**src/rtl/axi4_pkg.sv**
```systemverilog
// rtl/axi4_pkg.sv - shared AXI4 burst types, page size and size decode helper
package axi4_pkg;

   typedef enum logic [1:0] {
      BURST_FIXED = 2'd0,
      BURST_INCR  = 2'd1,
      BURST_WRAP  = 2'd2,
      BURST_RSVD  = 2'd3
   } burst_e;

   typedef enum logic [1:0] {
      OKAY   = 2'd0,
      EXOKAY = 2'd1,
      SLVERR = 2'd2,
      DECERR = 2'd3
   } resp_e;

   localparam int PAGE_BYTES = 4096;

   typedef enum logic {
      ST_IDLE  = 1'b0,
      ST_BURST = 1'b1
   } state_e;

   function automatic logic [7:0] size_bytes(input logic [2:0] size);
      return 8'd1 << size;
   endfunction

endpackage

```
**src/rtl/axi4_beat_strb_gen.sv**
```systemverilog
// rtl/axi4_beat_strb_gen.sv - combinational byte-lane strobe for one beat from (addr, size)
module axi4_beat_strb_gen
   import axi4_pkg::*;
#(
   parameter int ADDRESS_WIDTH = 16,
   parameter int DATA_WIDTH    = 32
) (
   input  logic [ADDRESS_WIDTH-1:0]  addr,
   input  logic [2:0]                size,
   output logic [DATA_WIDTH/8-1:0]   strb
);
   localparam int NB = DATA_WIDTH / 8;
   localparam int SW = ADDRESS_WIDTH + 1;

   logic [SW-1:0] b_w;
   logic [SW-1:0] a0_w;
   logic [SW-1:0] lo_w;
   logic [SW-1:0] hi_w;

   // Lanes run from the start byte up to the end of the size-aligned container;
   // lanes past the bus width simply never match.
   always_comb begin
      b_w  = SW'(size_bytes(size));
      a0_w = {1'b0, addr} & ~(b_w - SW'(1));
      lo_w = {1'b0, addr} & SW'(NB - 1);
      hi_w = (a0_w & SW'(NB - 1)) + b_w - SW'(1);
      strb = '0;
      for (int i = 0; i < NB; i++) begin
         strb[i] = (SW'(i) >= lo_w) && (SW'(i) <= hi_w);
      end
   end

endmodule

```
**src/rtl/axi4_burst_addr_gen.sv**
```systemverilog
// rtl/axi4_burst_addr_gen.sv - per-burst AXI4 address/strobe/index sequencer
// WRAP is sequenced only when AXI_BURST_WRAP_EN is defined; otherwise it is an illegal burst.
module axi4_burst_addr_gen
   import axi4_pkg::*;
#(
   parameter int ADDRESS_WIDTH = 16,
   parameter int DATA_WIDTH    = 32,
   parameter int ID_WIDTH      = 12
) (
   input  logic                      clk,
   input  logic                      rst,
   input  logic                      cmd_valid,
   output logic                      cmd_ready,
   input  logic [ID_WIDTH-1:0]       cmd_id,
   input  logic [ADDRESS_WIDTH-1:0]  cmd_addr,
   input  logic [7:0]                cmd_len,
   input  logic [2:0]                cmd_size,
   input  logic [1:0]                cmd_burst,
   output logic                      beat_valid,
   input  logic                      beat_ready,
   output logic [ID_WIDTH-1:0]       beat_id,
   output logic [ADDRESS_WIDTH-1:0]  beat_addr,
   output logic [DATA_WIDTH/8-1:0]   beat_strb,
   output logic [7:0]                beat_idx,
   output logic                      beat_last,
   output logic                      beat_err,
   output logic                      four_4Kb_violation
);
   localparam int NB     = DATA_WIDTH / 8;
   localparam int LOG2NB = $clog2(NB);
   localparam int AW     = ADDRESS_WIDTH;

   state_e              state_q, state_d;
   logic [ID_WIDTH-1:0] id_q, id_d;
   logic [AW-1:0]       addr_q, addr_d;
   logic [7:0]          len_q, len_d;
   logic [7:0]          idx_q, idx_d;
   logic [2:0]          size_q, size_d;
   burst_e              mode_q, mode_d;
   logic                err_q, err_d;
   logic                viol_q, viol_d;

`ifdef AXI_BURST_WRAP_EN
   logic [AW-1:0]       wrap_base_q, wrap_base_d;
   logic [AW:0]         wrap_end_q, wrap_end_d;
   logic [AW-1:0]       cmd_wrap_t;
   logic [AW-1:0]       cmd_wrap_base;
   logic                cmd_wrap_len_ok;
   logic [AW:0]         wrap_nxt;
`endif

   logic [7:0]          cmd_b;
   logic [7:0]          cur_b;
   logic [11:0]         cmd_a0_lo;
   logic [16:0]         page_end;
   logic                cmd_err;
   logic                cmd_viol;
   logic [AW-1:0]       next_addr;
   logic                last;
   logic [NB-1:0]       strb_raw;

   // Legality and page-crossing are judged once, on the command as presented.
   always_comb begin
      cmd_b     = size_bytes(cmd_size);
      cmd_a0_lo = cmd_addr[11:0] & ~(12'(cmd_b) - 12'd1);
      page_end  = 17'(cmd_a0_lo) + (17'({1'b0, cmd_len} + 9'd1) << cmd_size);
      cmd_viol  = (cmd_burst == BURST_INCR) && (page_end > 17'(PAGE_BYTES));
      cmd_err   = (cmd_size > 3'(LOG2NB)) || (cmd_burst == BURST_RSVD);
`ifdef AXI_BURST_WRAP_EN
      cmd_wrap_len_ok = (cmd_len == 8'd1) || (cmd_len == 8'd3) ||
                        (cmd_len == 8'd7) || (cmd_len == 8'd15);
      cmd_wrap_t      = AW'({1'b0, cmd_len} + 9'd1) << cmd_size;
      cmd_wrap_base   = cmd_addr & ~(cmd_wrap_t - AW'(1));
      cmd_err = cmd_err || ((cmd_burst == BURST_WRAP) &&
                (!cmd_wrap_len_ok || ((cmd_addr & (AW'(cmd_b) - AW'(1))) != '0)));
`else
      cmd_err = cmd_err || (cmd_burst == BURST_WRAP);
`endif
   end

   always_comb begin
      cur_b     = size_bytes(size_q);
      next_addr = (addr_q & ~(AW'(cur_b) - AW'(1))) + AW'(cur_b);
`ifdef AXI_BURST_WRAP_EN
      wrap_nxt = {1'b0, addr_q} + {1'b0, AW'(cur_b)};
      if (mode_q == BURST_WRAP) begin
         next_addr = (wrap_nxt == wrap_end_q) ? wrap_base_q : wrap_nxt[AW-1:0];
      end
`endif
      if (mode_q == BURST_FIXED) begin
         next_addr = addr_q;
      end
   end

   assign last = (idx_q == len_q);

   always_comb begin
      state_d = state_q;
      id_d    = id_q;
      addr_d  = addr_q;
      len_d   = len_q;
      idx_d   = idx_q;
      size_d  = size_q;
      mode_d  = mode_q;
      err_d   = err_q;
      viol_d  = viol_q;
`ifdef AXI_BURST_WRAP_EN
      wrap_base_d = wrap_base_q;
      wrap_end_d  = wrap_end_q;
`endif
      case (state_q)
         ST_IDLE: begin
            if (cmd_valid) begin
               state_d = ST_BURST;
               id_d    = cmd_id;
               addr_d  = cmd_addr;
               len_d   = cmd_len;
               idx_d   = 8'd0;
               size_d  = cmd_size;
               mode_d  = cmd_err ? BURST_INCR : burst_e'(cmd_burst);
               err_d   = cmd_err;
               viol_d  = cmd_viol;
`ifdef AXI_BURST_WRAP_EN
               wrap_base_d = cmd_wrap_base;
               wrap_end_d  = {1'b0, cmd_wrap_base} + {1'b0, cmd_wrap_t};
`endif
            end
         end
         ST_BURST: begin
            if (beat_ready) begin
               if (last) begin
                  state_d = ST_IDLE;
               end else begin
                  addr_d = next_addr;
                  idx_d  = idx_q + 8'd1;
               end
            end
         end
         default: state_d = ST_IDLE;
      endcase
   end

   always_ff @(posedge clk or negedge rst) begin
      if (!rst) begin
         state_q <= ST_IDLE;
         id_q    <= '0;
         addr_q  <= '0;
         len_q   <= '0;
         idx_q   <= '0;
         size_q  <= '0;
         mode_q  <= BURST_FIXED;
         err_q   <= 1'b0;
         viol_q  <= 1'b0;
`ifdef AXI_BURST_WRAP_EN
         wrap_base_q <= '0;
         wrap_end_q  <= '0;
`endif
      end else begin
         state_q <= state_d;
         id_q    <= id_d;
         addr_q  <= addr_d;
         len_q   <= len_d;
         idx_q   <= idx_d;
         size_q  <= size_d;
         mode_q  <= mode_d;
         err_q   <= err_d;
         viol_q  <= viol_d;
`ifdef AXI_BURST_WRAP_EN
         wrap_base_q <= wrap_base_d;
         wrap_end_q  <= wrap_end_d;
`endif
      end
   end

   axi4_beat_strb_gen #(
      .ADDRESS_WIDTH (ADDRESS_WIDTH),
      .DATA_WIDTH    (DATA_WIDTH)
   ) u_strb (
      .addr (addr_q),
      .size (size_q),
      .strb (strb_raw)
   );

   assign cmd_ready          = (state_q == ST_IDLE);
   assign beat_valid         = (state_q == ST_BURST);
   assign beat_id            = id_q;
   assign beat_addr          = addr_q;
   assign beat_idx           = idx_q;
   assign beat_last          = beat_valid && last;
   assign beat_strb          = beat_valid ? strb_raw : '0;
   assign beat_err           = err_q;
   assign four_4Kb_violation = viol_q;

endmodule
```
**config.mk**
```make
export PLATFORM = sky130hd
export DESIGN_NAME = axi4_burst_addr_gen
export DESIGN_NICKNAME = d
export VERILOG_FILES = /design/src/rtl/axi4_pkg.sv /design/src/rtl/axi4_beat_strb_gen.sv /design/src/rtl/axi4_burst_addr_gen.sv
export SDC_FILE = /design/constraint.sdc
export NUM_CORES = 1
export LEC_CHECK = 0
export ABC_AREA = 0
export BUFFER_PORTS_ARGS = -buffer_cell sky130_fd_sc_hd__buf_2
export CORE_UTILIZATION = 30
export CTS_CLUSTER_SIZE = 10
export DETAILED_ROUTE_END_ITERATION = 10
export PLACE_DENSITY = 0.49
export SLEW_MARGIN = 20
export SYNTH_ARGS = -nofsm -noshare
export SYNTH_HDL_FRONTEND = slang
export SYNTH_SLANG_ARGS = --single-unit
export TNS_END_PERCENT = 100
```
**constraint.sdc**
```tcl
create_clock -name clk -period 4.3 [get_ports clk]
set_input_delay 0.645 -clock clk [delete_from_list [all_inputs] [get_ports clk]]
set_output_delay 0.645 -clock clk [all_outputs]
set_load 0.05 [all_outputs]
```
Word-level counts from Yosys, hierarchy flattened
Cells that the tools add are included.
- input bits: 45
- flip-flop bits (word level): 52
- bitwise gates (word level): 7
- eq/ne operators: 8
- add/subtract/negate cells: 9
- $lt $le $gt $ge: 10
- multiplexer cells: 15
- reductions and logical operators: 12
- shift-type cells: 3
- operator list (operator ; number):
    $mux 16 ; 4
    $le 1x17->1 const A ; 2
    $le 2x17->1 const A ; 2
    $pmux 16 s2 ; 1
    $mux 8 ; 3
    $sub 8x1->9 const B ; 2
    $add 12x17->17 ; 1
    $gt 17x13->1 const B ; 1
    $shl 9x3->17 ; 1
    $sub 17x1->17 const B ; 1
    $add 16x8->16 ; 1
    $and 16x16->16 ; 1
    $not 16->16 ; 1
    $pmux 8 s2 ; 1
    $shl 1x3->8 const A ; 2
    $and 12x12->12 ; 1
    $not 12->12 ; 1
    $add 2x8->9 ; 1
    $add 8x1->9 const B ; 1
    $add 8x1->8 const B ; 1
    $eq 8x8->1 ; 1
    $ne 2x2->1 const B ; 4
    $logic_and 1x1->1 ; 6
    $eq 2x2->1 const B ; 2
    other kinds (17) ; 22

Logic depth before layout (Yosys ltp)
- depth in word-level cells: 9
- depth in mapped cells: 19
- mapped depth without buffers: 18

Hierarchy
A second synthesis with hierarchy kept.
- cells, all modules: 598
- area, all modules: 4713.3 um^2
- modules (own cells, without submodules) (module ; instances ; sequential area each (um^2) ; area an instance (um^2) ; cells an instance):
    axi4_burst_addr_gen ; 1 ; 1301.2 ; 4197.8 ; 527
    axi4_beat_strb_gen ; 1 ; 0.0 ; 515.5 ; 71

Least setup slack after synthesis
OpenSTA, ideal clock, no wires.
- path type: register -> output
- start point: reg size_q[2]
- end point: out beat_strb[2]
- data required time: 3655 ps
- data arrival time: 3772 ps
- path buffers: 2
- slack: -117 ps
- cell stages (with the launch flop): 13
- cell sequence: dfrtp_1 > clkbuf_1 > clkbuf_1 > nor3b_1 > fa_1 > inv_1 > ha_1 > xor2_1 > mux2i_1 > o32ai_1 > nand4b_1 > nor2_1 > a221oi_1
- cells in the longest elaborated chain, start to end: 9
- ends and longest elaborated chain (what ; RTL line ; text):
    start, declared ; axi4_burst_addr_gen.sv:38 ; logic [2:0] size_q, size_d;
    start signal, assigned ; axi4_burst_addr_gen.sv:164 ; size_q <= size_d;
    $shl 1x3->8 (*) ; axi4_pkg.sv:26 ; return 8'd1 << size;
    $sub 2x1->2 ; axi4_beat_strb_gen.sv:24 ; a0_w = {1'b0, addr} & ~(b_w - SW'(1));
    $not 2->2 ; axi4_beat_strb_gen.sv:24 ;
    $and 2x2->2 ; axi4_beat_strb_gen.sv:24 ;
    $add 2x8->9 (*) ; axi4_beat_strb_gen.sv:26 ; hi_w = (a0_w & SW'(NB - 1)) + b_w - SW'(1);
    $sub 17x1->17 (*) ; axi4_beat_strb_gen.sv:26 ;
    $le 2x17->1 (*) ; axi4_beat_strb_gen.sv:29 ; strb[i] = (SW'(i) >= lo_w) && (SW'(i) <= hi_w);
    $logic_and 1x1->1 (*) ; axi4_beat_strb_gen.sv:29 ;
    $mux 4 (*) ; axi4_burst_addr_gen.sv:190 ; assign beat_strb = beat_valid ? strb_raw : '0;
    end, declared ; axi4_burst_addr_gen.sv:23 ; output logic [DATA_WIDTH/8-1:0] beat_strb,
Mark *: on every way between the ends. The rest lies on a longest branch, timed or not.

Worst setup path after layout
- start point: reg size_q[1]
- end point: out beat_strb[2]
The elaborated chain is that of the path after synthesis.

==> summary by stage <==
Status
The run finished with clean final reports.

Detailed routing
The detailed router placed 4315 vias in this run. The DRC violation count after routing is 0. After detailed routing, the total wire length is 12700 microns. After detailed routing, the average wire length per cell comes to 15.2 microns. The first TritonRoute pass finished after 4 iterations. The detailed router finished its first iteration with 306 violations.

The remaining antenna violation count is 0. The via density per instance is 5.17.

Clock tree
The clock transition at the registers of the reported paths is 70 ps. In this run the clock root is driven by a sky130_fd_sc_hd__clkbuf_16. TritonCTS built the clock tree. TritonCTS created 5 clock buffers. The tree built by TritonCTS fans out to 52 sinks. The H-tree depth is 2. The later pin in the worst-skew pair is clocked with a latency of 300 ps. The maximum root-to-sink buffer count is 2.

Timing
For the finished layout, the period the worst path requires is 4160 ps. The setup TNS after final layout is 0 ps. The setup skew after layout is 5.40 ps. Setup repair after global routing left no endpoint under its margin. After layout, the worst setup slack is 142 ps.

The max-slew violation total from the final report was 0. The count of final hold-check violations is 0. The slew at the pin with the worst max-slew slack is 674 ps.

The max-slew headroom at the worst pin is 0.551. The maximum clock frequency is 241 MHz. Setup violations remaining at the end of the flow were counted as 0. The part of the cycle the worst path needs is 0.967.

Pwr
The analysis attributes to cell leakage a power of 0.00265 uW. Power spread over the standard cell area amounts to 588 nW/um^2. The worst-case IR drop observed on VDD is 213 uV.

Global routing
The global-route wire length before repair is 20000 microns. The total track usage is 0.170. The maximum number of pins on one net before global-route repair is 53. In the global route stage, met3 resource usage came out at 0.0243. The number of global-route vias before repair is 3992. The number of antenna violations at the first check in global routing is 0. The global routing usage on met2 is 0.286. Summed over all layers, the global routing overflow is 0. met2 is the most crowded layer. For met1 alone, demand over resource in global routing was 0.224.

Placed design
Buffers placed on the I/O ports in this run total 89. The final HPWL from detailed placement is 9830 microns. The routability congestion estimate is 0.875. Prior to clock tree synthesis, the placed netlist has a worst setup slack of -249 ps.

Critical path
The startpoint of the lowest-slack register-to-register path is size_q[1]. The cell count of the worst reg-to-reg path is 9. STA puts the critical path data arrival time at 3510 ps. At the worst endpoint, the required time is 3650 ps. The type of element capturing the critical path is an output pin. The nature of the critical path startpoint is a flop. The critical path is of the reg2out type. The endpoint identified for the worst register-to-register timing path is beat_addr[14]. The reg-to-reg setup timing slack is 1330 ps. The highest net fanout along the worst path is 17.

Die
Measured along the y axis, the die boundary spans 122 microns. The floorplan step defined a die boundary enclosing 14900 sq um. The placeable core region is 14000 sq um. The count of pins on the block boundary is 90.

For this configuration, the core starts out at a cell density of 0.310. The count of standard-cell rows is 43. The horizontal die dimension is 122 microns.

Logic synthesis
Synthesis handed over a netlist of 557 instances. The number of synthesized flops with an enable pin is 0. The fraction of synthesis flops using an asynchronous set or reset pin is 1.00.

The sequential cell area fraction in the yosys report is 0.300. The synthesized area divided by synthesized cell count is 7.78 sq um. The net count after synthesis is 624. The warning count from the yosys run is 0. The synthesized netlist contains 71 unique library cells. The area of the mapped netlist is 4330 sq um. The prevailing post-synth register cell is sky130_fd_sc_hd__dfrtp_1.

The flop and latch count out of synthesis is 52.

Finish
For this run, the share of the core covered by cells in the final layout is 0.381. Leaving out fill and tap cells, the most frequent cell in the layout is sky130_fd_sc_hd__nand2_1. The growth of design area from synthesis to finish is 23.1%. In the layout the commonest cells are sky130_fd_sc_hd__nand2_1 (106), sky130_fd_sc_hd__buf_2 (89), sky130_fd_sc_hd__dfrtp_1 (52).

The fraction of layout cells with a size suffix above 1 is 0.238. The area used by sequential logic in the layout is 1300 sq um. The fill cell total of the finished layout is 1490. In the final layout, the multi-input gates occupy 2840 sq um. The final antenna diode count is 0. The final net count is 721.

Min path
The worst hold path belongs to the class in2async.

Flow run
Max-cap violations in this run came to 0.
-- metal layers --
layer | up-vias | wire [microns]
li1 | 2155 | -
met1 | 2036 | 6050
met2 | 111 | 5830
met3 | 13 | 586
met4 | 0 | 227
met5 | - | 0
-- flip-flops by register name (all words and copies together), names as in the netlist --
signal	flops
beat_addr	16
beat_id	12
beat_idx	8
len_q	8
size_q	3
mode_q	2
beat_err	1
beat_valid	1
four_4Kb_violation	1
-- worst max-delay path, cell delays in order, from the launching register on --
cell and delay [ps]:
sky130_fd_sc_hd__dfrtp_1 570, sky130_fd_sc_hd__nor4b_2 440, sky130_fd_sc_hd__fa_1 540, sky130_fd_sc_hd__inv_1 110, sky130_fd_sc_hd__ha_1 170, sky130_fd_sc_hd__xor2_1 270
sky130_fd_sc_hd__mux2i_1 250, sky130_fd_sc_hd__o32ai_1 120, sky130_fd_sc_hd__nand4b_1 160, sky130_fd_sc_hd__nor2_1 90, sky130_fd_sc_hd__a221oi_2 200, sky130_fd_sc_hd__buf_2 290
-- final cells by class --
type | instances | area share
sequential | 52 | 0.244
multi-input combinational | 447 | 0.532
inverter | 21 | 0.0148
clock buffer | 5 | 0.0235
tap | 180 | 0.0422
clock inverter | 3 | 0.00422
timing repair buffer | 127 | 0.139
-- repair_timing --
action                                 4_1_cts  5_1_grt
setup endpoints to repair                    0        2
endpoints found under the hold margin        0        0
hold buffers                                 0        0
gates resized for setup                      0        8
buffers inserted                             0        1
-- metrics by stage --
| step | std cells | instance area [sq um] | hold WS [ps] | total power [uW] |
|---|---|---|---|---|
| after floorplan | 557 | 4340 | 349 | 2270 |
| after global placement | 826 | 5150 | 452 | 2690 |
| after detailed placement | 826 | 5150 | 457 | 2720 |
| after CTS | 834 | 5300 | 475 | 3140 |
| after global routing | 835 | 5330 | 502 | 3370 |
| final | 835 | 5330 | 462 | 3140 |
-- cell usage after synthesis, drive strengths merged (3+ instances only) --
master    n  share of area
a21oi    43          0.051
ha       20          0.058
xor2     12          0.024
nor3      6         0.0069
buf      11          0.013
nor2     43          0.037
and3     11          0.016
nor4      3         0.0072
nand2b   10          0.015
nor2b     9          0.013
a31oi     6         0.0087
inv      21          0.018
mux2      4          0.010
clkbuf   26          0.023
dfrtp    52           0.30
o21ai    32          0.038
nand4     6         0.0087
nand3    13          0.015
nand2   106          0.092
nor3b     4         0.0069
o31ai     4         0.0069
o22ai    11          0.016
and2      8          0.012
o211a     4         0.0092
a211oi    7          0.012
xnor2    13          0.026
mux2i    22          0.051
o211ai    3         0.0052
-- cell families (layout without fill, tap and decap cells) --
group	count (synthesis)	count (layout)	share of synthesized area
and+or+nand+nor	233	233	0.259
xor gates and xnor gates	25	25	0.0505
AOI/OAI and AO/OA	140	140	0.208
buffers and inverters	58	156	0.0537
muxes	26	26	0.0612
other	1	1	0.000865
DFF	52	52	0.300
adders and majority gates	22	22	0.0670
-- where the power goes --
part	total (uW)	switching (uW)	leakage (uW)	internal (uW)
Sequential	887	220	0.000661	667
Clock	408	190	0.0000742	218
Combinational	1840	1220	0.00191	623
Total	3140	1630	0.00265	1510
-- worst max-delay path by stage --
stage                     slack [ps]       start  depth (start not counted)            endpoint
after global routing              10   size_q[1]                         11        beat_strb[2]
after global placement          -100  cmd_len[1]                         18  four_4Kb_violation
after CTS                         40  cmd_len[1]                         18  four_4Kb_violation
after floorplan                  120  cmd_len[0]                         18  four_4Kb_violation
after detailed placement        -250  cmd_len[1]                         18  four_4Kb_violation
final                            140   size_q[1]                         11        beat_strb[2]
Note: power is estimated with default switching activity, not from simulation.
